$ cat src/rtl/reg_mux_rr.sv
// Registered N:1 channel mux with a fixed-select mode and an optional round-robin mode.
// Round-robin support is compiled in only when MUX_RR_EN is defined; otherwise mode is ignored.
module reg_mux_rr #(
    parameter  int WIDTH = 8,
    parameter  int CH    = 4,
    localparam int SELW  = $clog2(CH)
) (
    input  logic                  clk,
    input  logic                  rst,
    input  logic [CH*WIDTH-1:0]   in_data,
    input  logic [CH-1:0]         in_valid,
    output logic [CH-1:0]         in_ready,
    input  logic [SELW-1:0]       sel,
    input  logic                  mode,
    output logic [WIDTH-1:0]      out_data,
    output logic                  out_valid,
    input  logic                  out_ready,
    output logic [SELW-1:0]       cur_ch
);

    localparam int unsigned CHU = CH;

    logic             load_en;
    logic             load;
    logic             gnt_vld;
    logic [SELW-1:0]  gnt;
    logic [WIDTH-1:0] gnt_data;
    logic             fix_vld;

    assign load_en = !out_valid || out_ready;
    assign load    = gnt_vld && load_en && !rst;

    // sel may exceed CH-1 when CH is not a power of two; such a select grants nothing.
    always_comb begin
        fix_vld = 1'b0;
        if (32'(sel) < CHU) begin
            fix_vld = in_valid[sel];
        end
    end

`ifdef MUX_RR_EN
    logic [SELW-1:0] ptr;
    logic            rr_vld;
    logic [SELW-1:0] rr_gnt;
    int unsigned     idx;
    logic [SELW-1:0] idx_s;

    // First valid channel at or after ptr, wrapping modulo CH.
    always_comb begin
        rr_vld = 1'b0;
        rr_gnt = '0;
        idx    = 0;
        idx_s  = '0;
        for (int unsigned i = 0; i < CHU; i++) begin
            idx = 32'(ptr) + i;
            if (idx >= CHU) begin
                idx = idx - CHU;
            end
            idx_s = idx[SELW-1:0];
            if (!rr_vld && in_valid[idx_s]) begin
                rr_vld = 1'b1;
                rr_gnt = idx_s;
            end
        end
    end

    always_comb begin
        if (mode) begin
            gnt_vld = rr_vld;
            gnt     = rr_gnt;
        end else begin
            gnt_vld = fix_vld;
            gnt     = sel;
        end
    end

    always_ff @(posedge clk or posedge rst) begin
        if (rst) begin
            ptr <= '0;
        end else if (load && mode) begin
            ptr <= (gnt == SELW'(CH - 1)) ? '0 : gnt + 1'b1;
        end
    end
`else
    logic unused_mode;
    assign unused_mode = mode;

    always_comb begin
        gnt_vld = fix_vld;
        gnt     = sel;
    end
`endif

    always_comb begin
        gnt_data = '0;
        in_ready = '0;
        for (int unsigned i = 0; i < CHU; i++) begin
            if (gnt == SELW'(i)) begin
                gnt_data    = in_data[i*WIDTH +: WIDTH];
                in_ready[i] = load;
            end
        end
    end

    always_ff @(posedge clk or posedge rst) begin
        if (rst) begin
            out_valid <= 1'b0;
            out_data  <= '0;
            cur_ch    <= '0;
        end else if (load) begin
            out_valid <= 1'b1;
            out_data  <= gnt_data;
            cur_ch    <= gnt;
        end else if (out_ready) begin
            out_valid <= 1'b0;
        end
    end

endmodule

$ cat config.mk
export PLATFORM = sky130hd
export DESIGN_NAME = reg_mux_rr
export DESIGN_NICKNAME = d
export VERILOG_FILES = /design/src/rtl/reg_mux_rr.sv
export SDC_FILE = /design/constraint.sdc
export NUM_CORES = 1
export LEC_CHECK = 0
export ABC_AREA = 1
export BUFFER_PORTS_ARGS = -buffer_cell sky130_fd_sc_hd__buf_2
export CORE_MARGIN = 2
export CORE_UTILIZATION = 45
export CTS_BUF_LIST = sky130_fd_sc_hd__clkbuf_2
export DETAILED_ROUTE_END_ITERATION = 8
export PLACE_DENSITY = 0.87
export RECOVER_POWER = 100
export SLEW_MARGIN = 20
export SYNTH_ARGS = -nofsm -noshare
export SYNTH_HDL_FRONTEND = slang
export SYNTH_SLANG_ARGS = --single-unit
$ cat constraint.sdc
create_clock -name clk -period 3.7 [get_ports clk]
set_clock_uncertainty 0.15 [all_clocks]
set_input_delay 0.555 -clock clk [delete_from_list [all_inputs] [get_ports clk]]
set_output_delay 0.555 -clock clk [all_outputs]
set_load 0.01 [all_outputs]
* After elaboration in Yosys (flattened, before gate mapping) *
Cells that the tools add are included.

operators by class
  order comparisons = 1
  equal/unequal tests = 3
  mux-type cells = 12
  reductions and logical operators = 7

operators by type and width
  cell                                                                           count
  8-bit two-way mux                                                              4
  1-bit two-way mux                                                              7
  2-bit == test (second input constant)                                          2
  2-bit by 3-bit less-than comparator with 1-bit output (second input constant)  1
  1-bit binary-select mux with 2-bit select                                      1
  2-bit by 1-bit == test with 1-bit output (second input constant)               1
  1-bit logical AND                                                              2
  1-bit logical NOT                                                              2
  2-bit logical NOT                                                              1
  2-bit nonzero test                                                             1
  1-bit logical OR                                                               1

storage, ports and cells
  register bits after elaboration = 11
  bits of input ports = 42
  output and inout port bits = 15

* Longest topological paths before layout *
  depth after elaboration = 5
  gate-level depth with buffers = 10
  depth with buffers taken out = 8

* Worst setup path before layout *
OpenSTA, ideal clock, no wires.

  kind = input port to output port
  start point = input rst
  end point = output in_ready[0]
  arrival time = 1472 ps
  data required time = 2995 ps
  setup slack = 1523 ps
  cell stages on the path = 6
  cells stage by stage = inv_1 -> nand2_1 -> inv_1 -> nand2_2 -> buf_6 -> nor2_1

on the way
  longest elaborated chain between the ends = 3

RTL lines
  element                             RTL line  source
  from (decl)                         9         input logic rst,
  1-bit logical NOT (no source line)  -
  1-bit logical AND                   31        assign load = gnt_vld && load_en && !rst;
  1-bit two-way mux                   98        if (gnt == SELW'(i)) begin
  to (decl)                           12        output logic [CH-1:0] in_ready,

Every way passes these cells.

* Worst setup path after layout *
  start point = input rst
  end point = output in_ready[3]

The elaborated chain is that of the path after synthesis.

==> results_dict.tcl <==
set metrics [dict create \
    postRouteAntennaNets 0 \
    gp_congestion 0.723 \
    rsz0062_at_grt "false" \
    cp.arrival_ns 1.95 \
    worst_r2r_path_depth 6 \
    dp_hpwl_um 1690 \
    ios 57 \
    routedWlPerCell_um 11.7 \
    period_needed_ns 2.66 \
    setup_viol 0 \
    drt_wl_total_um 2240 \
    vias 990 \
    reg2reg_slack_ns 2.26 \
    worst_pin_slew_ns 0.469 \
    finalSetupTns_ns 0 \
    coreArea_um2 1690 \
    clk_path_buf_depth 2 \
    num_antenna_cells 0 \
    syn-num-nets 163 \
    clock_latency_ns 0.24 \
    first_pass_iters 5 \
    die_y_um 46.0 \
    fp.dieW_um 46.0 \
    whs_ns 0.137 \
    synth.distinct_cells 13 \
    first_global_vias 835 \
    yosysWarnings 0 \
    critPathCaptureType "primary output" \
    htree_num_levels 1 \
    critPathMaxFanout 13 \
    cts_hold_buffers 0 \
    clock-sinks 11 \
    leakagePower_nw 0.601 \
    numCtsBuffers 3 \
    fin_nets 218 \
    area_growth_pct 30.9 \
    drc_errors 0 \
    powerDensity_nw_per_um2 346 \
    viasPerCell 5.16 \
    clock.fmax_mhz 376 \
    cts_tree "built" \
    postCtsSetupBuffers 0 \
    dr_wl_met3_um 130 \
    hold_path_class "primary input to async pin" \
    path_clk_slew_ns 0.12 \
    drtIter0Drc 35 \
    max_cap_viol_count 0 \
    post-place-ws_ns 1.20 \
    synthesis.area_um2 795 \
    start_util 0.470 \
    synth_area_per_cell_um2 6.57 \
    met1_length_um 900 \
    required_ns 2.99 \
    antenna_found_initial 0 \
    die_area_um2 2120 \
    routed.top_layer "met4" \
    root_buffer "clkbuf_2" \
    dr_wl_met2_um 1170 \
    ctsResizeCount 0 \
    gr-total-overflow 0 \
    ys_seq_area_frac 0.346 \
    status "complete, no violations" \
    std_cell_rows 15 \
    track_usage 0.205 \
    syn-instance-count 121 \
    start_kind "primary input" \
    setup_ws_ns 1.04 \
    io_buffers 55 \
    relSlewSlack 0.687 \
    period_share 0.718 \
    grt_pass1_wl_um 3200 \
    reg2reg_to "cur_ch[1]" \
    timing.rr.start "out_valid" \
    synth_seq_cells 11 \
    vdd_drop_max_v 0.000140 \
    worstSetupPathType "primary input to primary output" \
    grt_max_degree 19 \
    drive_gt1_frac 0.291 \
    drv_slew 0 \
    hold_viol_final 0 \
]
## state kept, by name (all words and copies together) (netlist names)
register   flops
out_data       8
cur_ch         2
out_valid      1
## worst max-delay path, cell delays in order
cell,delay (ns)
buf_2,0.09
inv_1,0.35
nand2_1,0.20
inv_1,0.13
nand2_1,0.27
nor2_1,0.20
clkbuf_1,0.17
## power breakdown
group	leakage, nW	switching, mW	internal [mW]
logic	0.446	0.0785	0.0494
registers	0.138	0.0150	0.147
clock network	0.0166	0.0415	0.0287
## Yosys cell counts
master | count | area [um^2]
buf_6 | 4 | 45.0
nand2_1 | 67 | 251
nor2_8 | 1 | 20.0
dfrtp_1 | 11 | 275
nor2_4 | 2 | 22.5
inv_2 | 2 | 7.51
nor2_1 | 4 | 15.0
inv_1 | 5 | 18.8
nand4_1 | 8 | 50.1
nand3_1 | 13 | 65.1
buf_2 | 1 | 5.00
nor2_2 | 1 | 6.26
nand2_2 | 2 | 12.5
## stage by stage
step           total power, mW  cell area [um^2]   util  instances
2_1_floorplan            0.242               795      -        121
3_3_place_gp             0.294              1040  0.616        188
3_5_place_dp             0.299              1040  0.616        188
4_1_cts                  0.369              1060  0.628        192
5_1_grt                  0.384              1040  0.616        192
6_report                 0.360              1040  0.616        192
## cells in the final DEF (no fill, tap or decap)
master,Yosys,routed
nand3_1,13,13
inv_1,5,5
clkbuf_1,0,15
clkbuf_2,0,4
nand2_1,67,68
nor2_8,1,1
dfrtp_1,11,11
nor2_4,2,2
nor2_1,4,4
nand2_2,2,1
nand4_1,8,8
inv_2,2,2
nor2_2,1,1
buf_2,1,40
## worst max-delay path by stage
stage | startpoint | to | cells past startpoint
2_1_floorplan | rst | in_ready[0] | 6
3_3_place_gp | rst | in_ready[3] | 7
3_5_place_dp | rst | in_ready[3] | 7
4_1_cts | rst | in_ready[3] | 7
5_1_grt | rst | in_ready[3] | 7
6_report | rst | in_ready[3] | 7
## cells by family after synthesis
kind of cell / share of synthesized area
and+or+nand+nor: 0.557
DFF: 0.346
buffers and inverters: 0.0961
## routing by layer
metal  global-route usage  vias up
li1                     -      490
met1                0.241      441
met2                0.372       53
met3               0.0119        6
met4               0.0914        0
met5                    0        -
## area by class of cell
cell class                      count  area [um^2]
Fill cell                         170          649
Multi-Input combinational cell     98          440
Sequential cell                    11          275
Timing Repair Buffer               55          256
Inverter                            7         26.3
Tap cell                           17         21.3
Clock buffer                        4         20.0
(Power assumes the default switching activity.)
